**src/rtl/onehot_pkg.sv**
```systemverilog
// Shared helpers for one-hot state vectors: legality test, index decode and
// the index-width rule used by every one-hot register.
package onehot_pkg;

    // Widest vector the helpers accept; narrower vectors are zero-extended.
    localparam int MAX_N = 64;

    function automatic int idx_width(input int n);
        return (n < 2) ? 1 : $clog2(n);
    endfunction

    function automatic logic is_onehot(input logic [MAX_N-1:0] vec);
        int cnt;
        cnt = 0;
        for (int i = 0; i < MAX_N; i++) begin
            cnt = cnt + int'(vec[i]);
        end
        return (cnt == 1);
    endfunction

    function automatic int onehot2idx(input logic [MAX_N-1:0] vec);
        int idx;
        idx = 0;
        for (int i = 0; i < MAX_N; i++) begin
            if (vec[i]) begin
                idx = i;
            end
        end
        return idx;
    endfunction

endpackage

```
**src/rtl/onehot_chk.sv**
```systemverilog
// Combinational legality checker: legal is high iff exactly one bit of vec is set.
module onehot_chk
    import onehot_pkg::*;
#(
    parameter int N = 5
) (
    input  logic [N-1:0] vec,
    output logic         legal
);

    assign legal = is_onehot(MAX_N'(vec));

endmodule

```
**src/rtl/onehot_state_reg.sv**
```systemverilog
// One-hot state register with illegal-vector recovery, sticky error flag,
// change pulse, binary index decode and a saturating dwell counter.
module onehot_state_reg
    import onehot_pkg::*;
#(
    parameter int N       = 5,
    parameter int RST_IDX = 0,
    parameter int CNT_W   = 8
) (
    input  logic                      clk,
    input  logic                      rst,
    input  logic                      en,
    input  logic [N-1:0]              nxt_state,
    input  logic                      clr_err,
    output logic [N-1:0]              state,
    output logic [idx_width(N)-1:0]   state_idx,
    output logic                      changed,
    output logic                      illegal,
    output logic                      err_sticky,
    output logic [CNT_W-1:0]          dwell
);

    localparam int               IDX_W     = idx_width(N);
    localparam logic [N-1:0]     RST_STATE = N'(1) << RST_IDX;
    localparam logic [CNT_W-1:0] CNT_MAX   = '1;

    function automatic logic [CNT_W-1:0] sat_inc(input logic [CNT_W-1:0] v);
        return (v == CNT_MAX) ? v : v + 1'b1;
    endfunction

    logic         legal;
    logic [N-1:0] load_p0;
    logic         bad_p0;
    logic         chg_p0;

    onehot_chk #(.N(N)) u_chk (
        .vec   (nxt_state),
        .legal (legal)
    );

    // Stage p0: choose the value to load; an illegal vector falls back to reset state.
    always_comb begin
        load_p0 = state;
        bad_p0  = 1'b0;
        if (en) begin
            if (legal) begin
                load_p0 = nxt_state;
            end else begin
                load_p0 = RST_STATE;
                bad_p0  = 1'b1;
            end
        end
        chg_p0 = (load_p0 != state);
    end

    // Stage p1: register state and all status aligned to it.
    always_ff @(posedge clk) begin
        if (rst) begin
            state      <= RST_STATE;
            changed    <= 1'b0;
            illegal    <= 1'b0;
            err_sticky <= 1'b0;
            dwell      <= '0;
        end else begin
            state   <= load_p0;
            changed <= chg_p0;
            illegal <= bad_p0;
            dwell   <= chg_p0 ? '0 : sat_inc(dwell);
            // A new illegal load outranks a clear request in the same cycle.
            if (bad_p0) begin
                err_sticky <= 1'b1;
            end else if (clr_err) begin
                err_sticky <= 1'b0;
            end
        end
    end

    assign state_idx = IDX_W'(onehot2idx(MAX_N'(state)));

endmodule
```
**config.mk**
```make
export PLATFORM = sky130hd
export DESIGN_NAME = onehot_state_reg
export DESIGN_NICKNAME = d
export VERILOG_FILES = /design/src/rtl/onehot_pkg.sv /design/src/rtl/onehot_chk.sv /design/src/rtl/onehot_state_reg.sv
export SDC_FILE = /design/constraint.sdc
export NUM_CORES = 1
export LEC_CHECK = 0
export CORE_MARGIN = 3
export CORE_UTILIZATION = 50
export DETAILED_ROUTE_END_ITERATION = 16
export PLACE_DENSITY = 0.87
export SYNTH_ARGS = -nofsm -noshare
export SYNTH_HDL_FRONTEND = slang
export SYNTH_SLANG_ARGS = --single-unit
export TNS_END_PERCENT = 1
```
**constraint.sdc**
```tcl
create_clock -name clk -period 5.3 [get_ports clk]
set_clock_uncertainty 0.05 [all_clocks]
set_input_delay 0.53 -clock clk [delete_from_list [all_inputs] [get_ports clk]]
set_output_delay 0.53 -clock clk [all_outputs]
set_load 0.02 [all_outputs]
```
# After elaboration in Yosys (flattened, before gate mapping)
# Cells that the tools add are included.
totals:
  reg_bits: 16
  inputBits: 9
  out_inout_bits: 19
op_classes:
  add_sub_neg: 5
  n_eq_ne: 3
  muxes: 10
  reduce_logical: 2
op_table:
  columns: ["op", "n"]
  rows:
  - ["$add A32 B2 Y32", 3]
  - ["$eq A32 B2 Y1 const B", 1]
  - ["$mux W5", 2]
  - ["$mux W3", 3]
  - ["$add A8 B1 Y8 const B", 1]
  - ["$eq A8 B8 Y1 const B", 1]
  - ["$mux W1", 5]
  - ["$ne A5 B5 Y1", 1]
  - ["$add A1 B1 Y2", 1]
  - ["$reduce_bool A2 Y1", 1]
  - ["$reduce_or A2 Y1", 1]

# Logic depth before layout (Yosys ltp)
# Gate-level depths: netlist (run 1).
depth:
  ltp_word: 9
  depth_mapped: 11
  ltp_nobuf: 10

# Hierarchy
# From an unflattened synthesis (run 1), not the netlist that was laid out.
hier_totals:
  hier_cells: 103
  area_unflattened_um2: 938.4
modules_own_cells:
  columns: ["mod", "instances", "cells_each", "area_each_um2", "seq_area_each_um2"]
  rows:
  - ["onehot_state_reg", 1, 94, 854.6, 320.3]
  - ["onehot_chk", 1, 9, 83.8, 0.0]

# Least setup slack after synthesis (run 1)
# OpenSTA, ideal clock, no wires.
synth_timing:
  kind: "in2reg"
  from: "in nxt_state[0]"
  to: "reg changed"
  setup_ns: 0.125
  t_arrival_ns: 3.230
  required_ns: 5.125
  path_slack_ns: 1.894
  path_stages: 11
  path_cell_list: "ha_1 -> inv_1 -> fa_1 -> inv_1 -> ha_1 -> fa_1 -> nor4b_2 -> mux2i_1 -> o31a_1 -> buf_6 -> o41a_1"
synth_between:
  elab_chain_cells: 8
synth_rtl:
  columns: ["item", "line_no", "text"]
  rows:
  - ["start, declared", "onehot_state_reg.sv:13", "input logic [N-1:0] nxt_state,"]
  - ["$add A1 B1 Y2", "onehot_pkg.sv:16", "cnt = cnt + int'(vec[i]);"]
  - ["$add A32 B2 Y32 (3 in series)", "onehot_pkg.sv:16", null]
  - ["$eq A32 B2 Y1", "onehot_pkg.sv:18", "return (cnt == 1);"]
  - ["$mux W5 *", "onehot_state_reg.sv:46", "if (legal) begin"]
  - ["$mux W5 *", "onehot_state_reg.sv:45", "if (en) begin"]
  - ["$ne A5 B5 Y1 *", "onehot_state_reg.sv:53", "chg_p0 = (load_p0 != state);"]
  - ["end signal, assigned", "onehot_state_reg.sv:66", "changed <= chg_p0;"]
  - ["end, declared", "onehot_state_reg.sv:17", "output logic changed,"]
# Mark *: on every way between the ends. The rest lies on a longest branch, timed or not.
# A chain may end at the register's enable or synchronous reset.

# Worst setup path in the final report (run 1)
layout_timing:
  from: "in nxt_state[0]"
  to: "reg dwell[6]"
layout_between:
  elab_chain_cells: 9
layout_rtl:
  columns: ["item", "line_no", "text"]
  rows:
  - ["$add A1 B1 Y2", "onehot_pkg.sv:16", null]
  - ["$add A32 B2 Y32 (3 in series)", "onehot_pkg.sv:16", null]
  - ["$eq A32 B2 Y1", "onehot_pkg.sv:18", null]
  - ["$mux W5 *", "onehot_state_reg.sv:46", null]
  - ["$mux W5 *", "onehot_state_reg.sv:45", null]
  - ["$ne A5 B5 Y1 *", "onehot_state_reg.sv:53", null]
  - ["$reduce_or A2 Y1 (no line) *", null, null]
  - ["end signal, assigned", "onehot_state_reg.sv:68", "dwell <= chg_p0 ? '0 : sat_inc(dwell);"]
  - ["end, declared", "onehot_state_reg.sv:20", "output logic [CNT_W-1:0] dwell"]
# Marked as above.

==> results.md, run 1 <==
* First-pass GRT wire length at roughly 3300 um
* Fin crit share at 74.5%
* Number of synthesized flops with an enable pin at 0
* Critical path required time at roughly 5.4 ns
* Synthesized area at 986 um2
* Core Rows at 15
* Ys async rst share at 0%
* Share of layout cells above drive strength 1 at between 10% and 20%
* Iter 0 DRT Violations at 10
* Clock transition at path regs at roughly 0.09 ns
* Tmin final at 3.95 ns
* Syn nets at around 120
* RSZ-0062 raised after global routing: no
* CTS H-tree depth at 1
* CP endpoint kind: flip-flop
* Post-CTS Resized at 0
* Clock latency on the worst-skew pair at 0.27 ns
* Seq/Total Area, Yosys at between 30% and 40%
* Fin. Hold Viols at 0
* Reg2Reg Launch Point: state[3]
* Clock root buffer: clkbuf_4
* Worst slew pin tran at approximately 0.60 ns
* Residual DRC count at 0
* Setup TNS at 0 ns
* Highest achievable clock rate at 253 MHz
* HPWL after DPL at 1530 um
* Die width at approximately 50 um
* Post-synthesis compound-gate area fraction at between 10% and 20%
* Global-route usage over all layers at 16.1%
* Final ANT Viol Nets at 0
* Total grt overflow at 0
* # hold bufs at CTS at 0
* Drt pass-1 iters at 4
* Count of cell types in the netlist at 35
* Multiplexer area fraction after synthesis at 5.08%
* Crit Path Category: input port to flip-flop
* Routed len/inst at 12.1 um
* Syn_area_per_cell at 9.21 um2
* Met2 global-route usage at roughly 29%
* Synth Flop Type: dfxtp_1
* Post-CTS Setup Inserts at 0
* Synth Area in XOR/XNOR at 1.78%
* CTS Buf Count at 3
* Fin util at 71.4%
* CP startpoint kind: input port
* Max-slew violations at 0
* Number of global-route vias before repair at roughly 790
* ANT cells at 0
* Cell count after synthesis at 107
* Slew headroom at between 50% and 60%
* Largest net degree at the start of global routing at 15
* # IOs at 28
* Synth warn at 0
* DIE AREA at 2540 um2
* CTS Buffer Depth at 2
* Nets at 148
* Chip height at 50.4 um
* Port bufs at 27
* Largest family of logic cells by synthesized area: simple AND/OR/NAND/NOR gates
* Final setup viols at 0
* Routability cong. at ~0.82
* Simple-Gate Fraction of Synth Area at 27.5%
* CTS tree: built
* Initial Utilization at 54.7%
* Vias post-DR at between 800 and 900
* P per Cell Area at around 250 nW/um2
* Critical Path Source: nxt_state[0]
* Max-cap violation count at 0
* Most Crowded Layer GR: met2
* Routed Wire Length at 1920 um
* VDD IR-drop max at 0.158 mV
* Routed vias/inst at 5.25
* Peak fanout along the critical path at 8
* Syn-to-layout area delta at 30.5%
* Met3 global-route usage at 3.26%
* Initial antenna violation count at 0
* Pleak at 0.000475 uW
* Core Area at 1800 um2
* HP Class: flip-flop to flip-flop
* Critical Path AT at between 4 and 5 ns
* TritonCTS Sinks at 16
* M1 GR Usage at 19.6%
* Outcome: complete, no violations
* Synth Register Bits at 16
* Adder-cell share of the synthesized area at 7.87%
* Worst hold path startpoint: err_sticky
Yosys cell counts, types with 3 or more instances:
cell type	count	area (um2)
nand2_1	9	33.8
inv_1	12	45.0
nor3_1	3	15.0
o22ai_1	3	18.8
o21ai_0	3	15.0
mux2i_1	5	50.1
nand3_1	6	30.0
nor3_2	6	60.1
a21oi_1	4	20.0
ha_1	3	37.5
nor2_1	8	30.0
dfxtp_1	16	320
power by group:
part | switching, uW | internal, uW
logic | 55.0 | 49.2
clock network | 35.4 | 41.7
registers | 8.64 | 129
layer usage:
layer  vias to the layer above  routed length (um)
li1                        425                   -
met1                       382                 883
met2                        21                 929
met4                         0                  12
met3                         2                  93
met5                         -                   0
area by class of cell:
type | instances | area [um2]
Multi-Input combinational cell | 74 | 583
Fill cell | 147 | 515
Sequential cell | 16 | 320
Timing Repair Buffer | 27 | 270
Inverter | 12 | 45.0
Clock buffer | 4 | 36.3
Tap cell | 25 | 31.3
state kept, by name, indices dropped and copies added, names as in the netlist:
name / cells
state: 5
illegal: 1
err_sticky: 1
changed: 1
dwell: 8
critical path, stage by stage:
cell and delay, ns:
clkdlybuf4s50_1 0.45, ha_1 0.31, inv_1 0.05, fa_1 0.47, inv_1 0.04, ha_1 0.19, fa_1 0.53, nor3b_4 0.36
a21oi_1 0.14, or4_1 0.73, a2111oi_4 0.26
kinds of logic (layout without fill, tap and decap cells):
family | count (synthesis) | count (layout)
and+or+nand+nor | 43 | 43
AOI/OAI and AO/OA | 19 | 19
buffers and inverters | 17 | 43
DFF | 16 | 16
adders and majority gates | 5 | 5
muxes | 5 | 5
xor gates and xnor gates | 2 | 2
cells in the final DEF, fill, tap and decap left out:
cell type / instances
clkbuf_8: 1
nand3_1: 6
o31a_1: 1
xnor2_1: 1
inv_1: 12
clkbuf_4: 3
nor4b_2: 1
mux2i_1: 5
o22ai_1: 3
nand4_1: 1
nor4bb_1: 1
nor3_2: 6
fa_1: 2
ha_1: 3
a21o_1: 1
nor3b_4: 1
a21oi_2: 1
nand2b_1: 2
clkdlybuf4s50_1: 27
nor3b_1: 1
nand2_1: 9
a31oi_1: 1
dfxtp_1: 16
and4bb_2: 1
a21oi_1: 4
xor2_1: 1
and3_1: 2
o21ai_0: 3
nor3_1: 3
o21a_1: 1
or4_1: 1
nor2_1: 8
a2111oi_4: 2
o211ai_1: 1
o41a_1: 1
worst paths after layout:
path	to	slack [ns]	cells past startpoint
worst min-delay path	err_sticky	0.40	1
worst max-delay path	dwell[6]	1.35	11
worst min register to register	err_sticky	0.40	1
worst max register to register	changed	3.58	3
through the flow:
stage               instance area (um2)  hold WS [ns]  worst slack, ns  total power (uW)  instances
finish                             1290         0.405             1.35               319        158
global placement                   1250         0.384             1.15               242        154
CTS                                1290         0.409             1.35               321        158
floorplan                           986         0.522             1.89               211        107
detailed placement                 1250         0.388             1.05               245        154
global route                       1290         0.436             1.18               336        158
(Power assumes the default switching activity.)
==> inputs of run 2 (changes only) <==
--- a/config.mk
+++ b/config.mk
@@ -6,9 +6,9 @@
 export NUM_CORES = 1
 export LEC_CHECK = 0
 export CORE_MARGIN = 3
-export CORE_UTILIZATION = 50
+export CORE_UTILIZATION = 42
 export DETAILED_ROUTE_END_ITERATION = 16
-export PLACE_DENSITY = 0.87
+export PLACE_DENSITY = 0.79
 export SYNTH_ARGS = -nofsm -noshare
 export SYNTH_HDL_FRONTEND = slang
 export SYNTH_SLANG_ARGS = --single-unit
==> constraint.sdc (replaced) <==
create_clock -name clk -period 3.5 [get_ports clk]
set_clock_uncertainty 0.05 [all_clocks]
set_input_delay 0.35 -clock clk [delete_from_list [all_inputs] [get_ports clk]]
set_output_delay 0.35 -clock clk [all_outputs]
set_load 0.02 [all_outputs]
==> results.md, run 2 (synthesized netlist as in run 1, its figures left out) <==
* Port bufs at 27
* CP startpoint kind: input port
* Final setup viols at 0
* Worst slew pin tran at 0.500 ns
* Place WS at -0.402 ns
* CTS Buffer Depth at 2
* Most flops, register: dwell
* VDD IR-drop max at 0.233 mV
* Share of layout cells above drive strength 1 at between 20% and 30%
* Core Rows at 16
* Routed Wire Length at 2440 um
* Most common library cell in the layout ignoring fill and taps: clkdlybuf4s50_1
* HPWL after DPL at 1800 um
* Total grt overflow at 0
* Fin util at 68.1%
* Fin crit share at 96.5%
* Max-cap violation count at 0
* Critical Path Source: nxt_state[2]
* Global-route usage over all layers at 17.9%
* Tmin final at 3.38 ns
* Comb pwr share at 39.8%
* Initial antenna violation count at 0
* Routability cong. at just over 0.8
* # IOs at 28
* Clock latency on the worst-skew pair at approximately 0.29 ns
* Reg2Reg Depth at 5
* FF-to-FF End: dwell[5]
* Most frequent cells in the layout: clkdlybuf4s50_1 (25), dfxtp_1 (16), buf_4 (14)
* First-pass GRT wire length at between 3000 and 4000 um
* Initial Utilization at a little under half
* Clock power share at 19.0%
* Die width at 54.5 um
* Worst hold path startpoint: err_sticky
* DIE AREA at about 3000 um2
* Syn-to-layout area delta at 43.9%
* RSZ-0062 raised after global routing: no
* P per Cell Area at 355 nW/um2
* Clock root buffer: clkbuf_4
* ANT cells at 0
* Critical path required time at 3.64 ns
* Fin. Hold Viols at 0
* TritonCTS Sinks at 16
* Crit Path Category: input port to flip-flop
* Max-slew violations at 0
* Number of global-route vias before repair at ~920
* Outcome: complete, no violations
* CTS Buf Count at 3
* CP endpoint kind: flip-flop
* Final worst slack at ~0.12 ns
* Slew headroom at 66.6%
* Drt pass-1 iters at 4
* HP Class: flip-flop to flip-flop
* Pint at 338 uW
* Residual DRC count at 0
* Vias post-DR at 903
* Peak fanout along the critical path at 8
* Nets at 163
* Iter 0 DRT Violations at 14
* Pleak at 0.000564 uW
* Core Area at 2080 um2
* CTS H-tree depth at 1
* Highest achievable clock rate at 296 MHz
* Reg2Reg Launch Point: dwell[0]
* Chip height at 54.5 um
* Final ANT Viol Nets at 0
* Largest registers: dwell (8), state (5)
* Pwr Total at 504 uW
* Routed len/inst at ~14 um
* # hold bufs at CTS at 0
* Routed vias/inst at ~5.2
* Seq pwr share at 41.2%
* Switching Power at 166 uW
* Flop2flop setup slack at 1.80 ns
* Largest register FFs at 8
* Critical Path AT at 3.51 ns
* Hold Crit Endpoint: err_sticky
* Largest net degree at the start of global routing at 15
* Worst Hold Path Cells at 1
* Clock transition at path regs at approximately 0.08 ns
* Sw Share at 32.9%
* CTS tree: built
run 2: changes by cell type in the layout (fill, tap and decap cells not counted), sizes merged:
cell           change
buf               +15
dlymetal6s2s       +2
clkbuf             -1
clkdlybuf4s50      -2
run 2: through the flow:
step                hold WS, ns  area, um2  TNS [ns]  cells
floorplan                 0.463        986         0    107
CTS                       0.409       1380         0    172
detailed placement        0.389       1340     -3.10    167
global placement          0.386       1340     -1.68    167
global route              0.435       1420         0    174
finish                    0.411       1420         0    174
run 2: power groups by stage:
| stage | clock (uW) | sequential [uW] | combinational (uW) |
|---|---|---|---|
| after floorplan | 0 | 227 | 92.4 |
| after global placement | 0 | 212 | 171 |
| after detailed placement | 0 | 212 | 179 |
| after CTS | 99.6 | 208 | 189 |
| after global routing | 105 | 210 | 217 |
| final | 95.6 | 208 | 201 |
run 2: critical path, cell delays in order:
cell,delay (ns)
clkdlybuf4s50_1,0.49
inv_1,0.08
fa_1,0.54
inv_1,0.05
ha_2,0.17
fa_2,0.52
nor3b_4,0.34
a21oi_2,0.11
or4_4,0.54
buf_8,0.16
a2111oi_4,0.17
run 2: timing repair:
item,CTS,global route
endpoints found under the hold margin,0,0
pin swaps,2,3
gates resized for setup,2,7
setup endpoints to repair,8,8
setup buffers,2,2
run 2: area by class of cell:
type / count / area (um2)
Fill cell: 157 / 663
Inverter: 12 / 45.0
Timing Repair Buffer: 42 / 395
Sequential cell: 16 / 320
Clock buffer: 3 / 22.5
Tap cell: 27 / 33.8
Multi-Input combinational cell: 74 / 602
run 2: how the worst max path moves through the flow:
stage / to
CTS: dwell[5]
global placement: dwell[6]
detailed placement: dwell[5]
global route: dwell[5]
floorplan: changed
finish: dwell[5]
run 2: per-layer routing:
layer,wire [um],global-route usage (%),vias to the layer above
li1,-,-,456
met4,75,8.71,0
met1,931,19.3,402
met2,1290,32.5,37
met3,142,3.81,8
met5,0,0,-
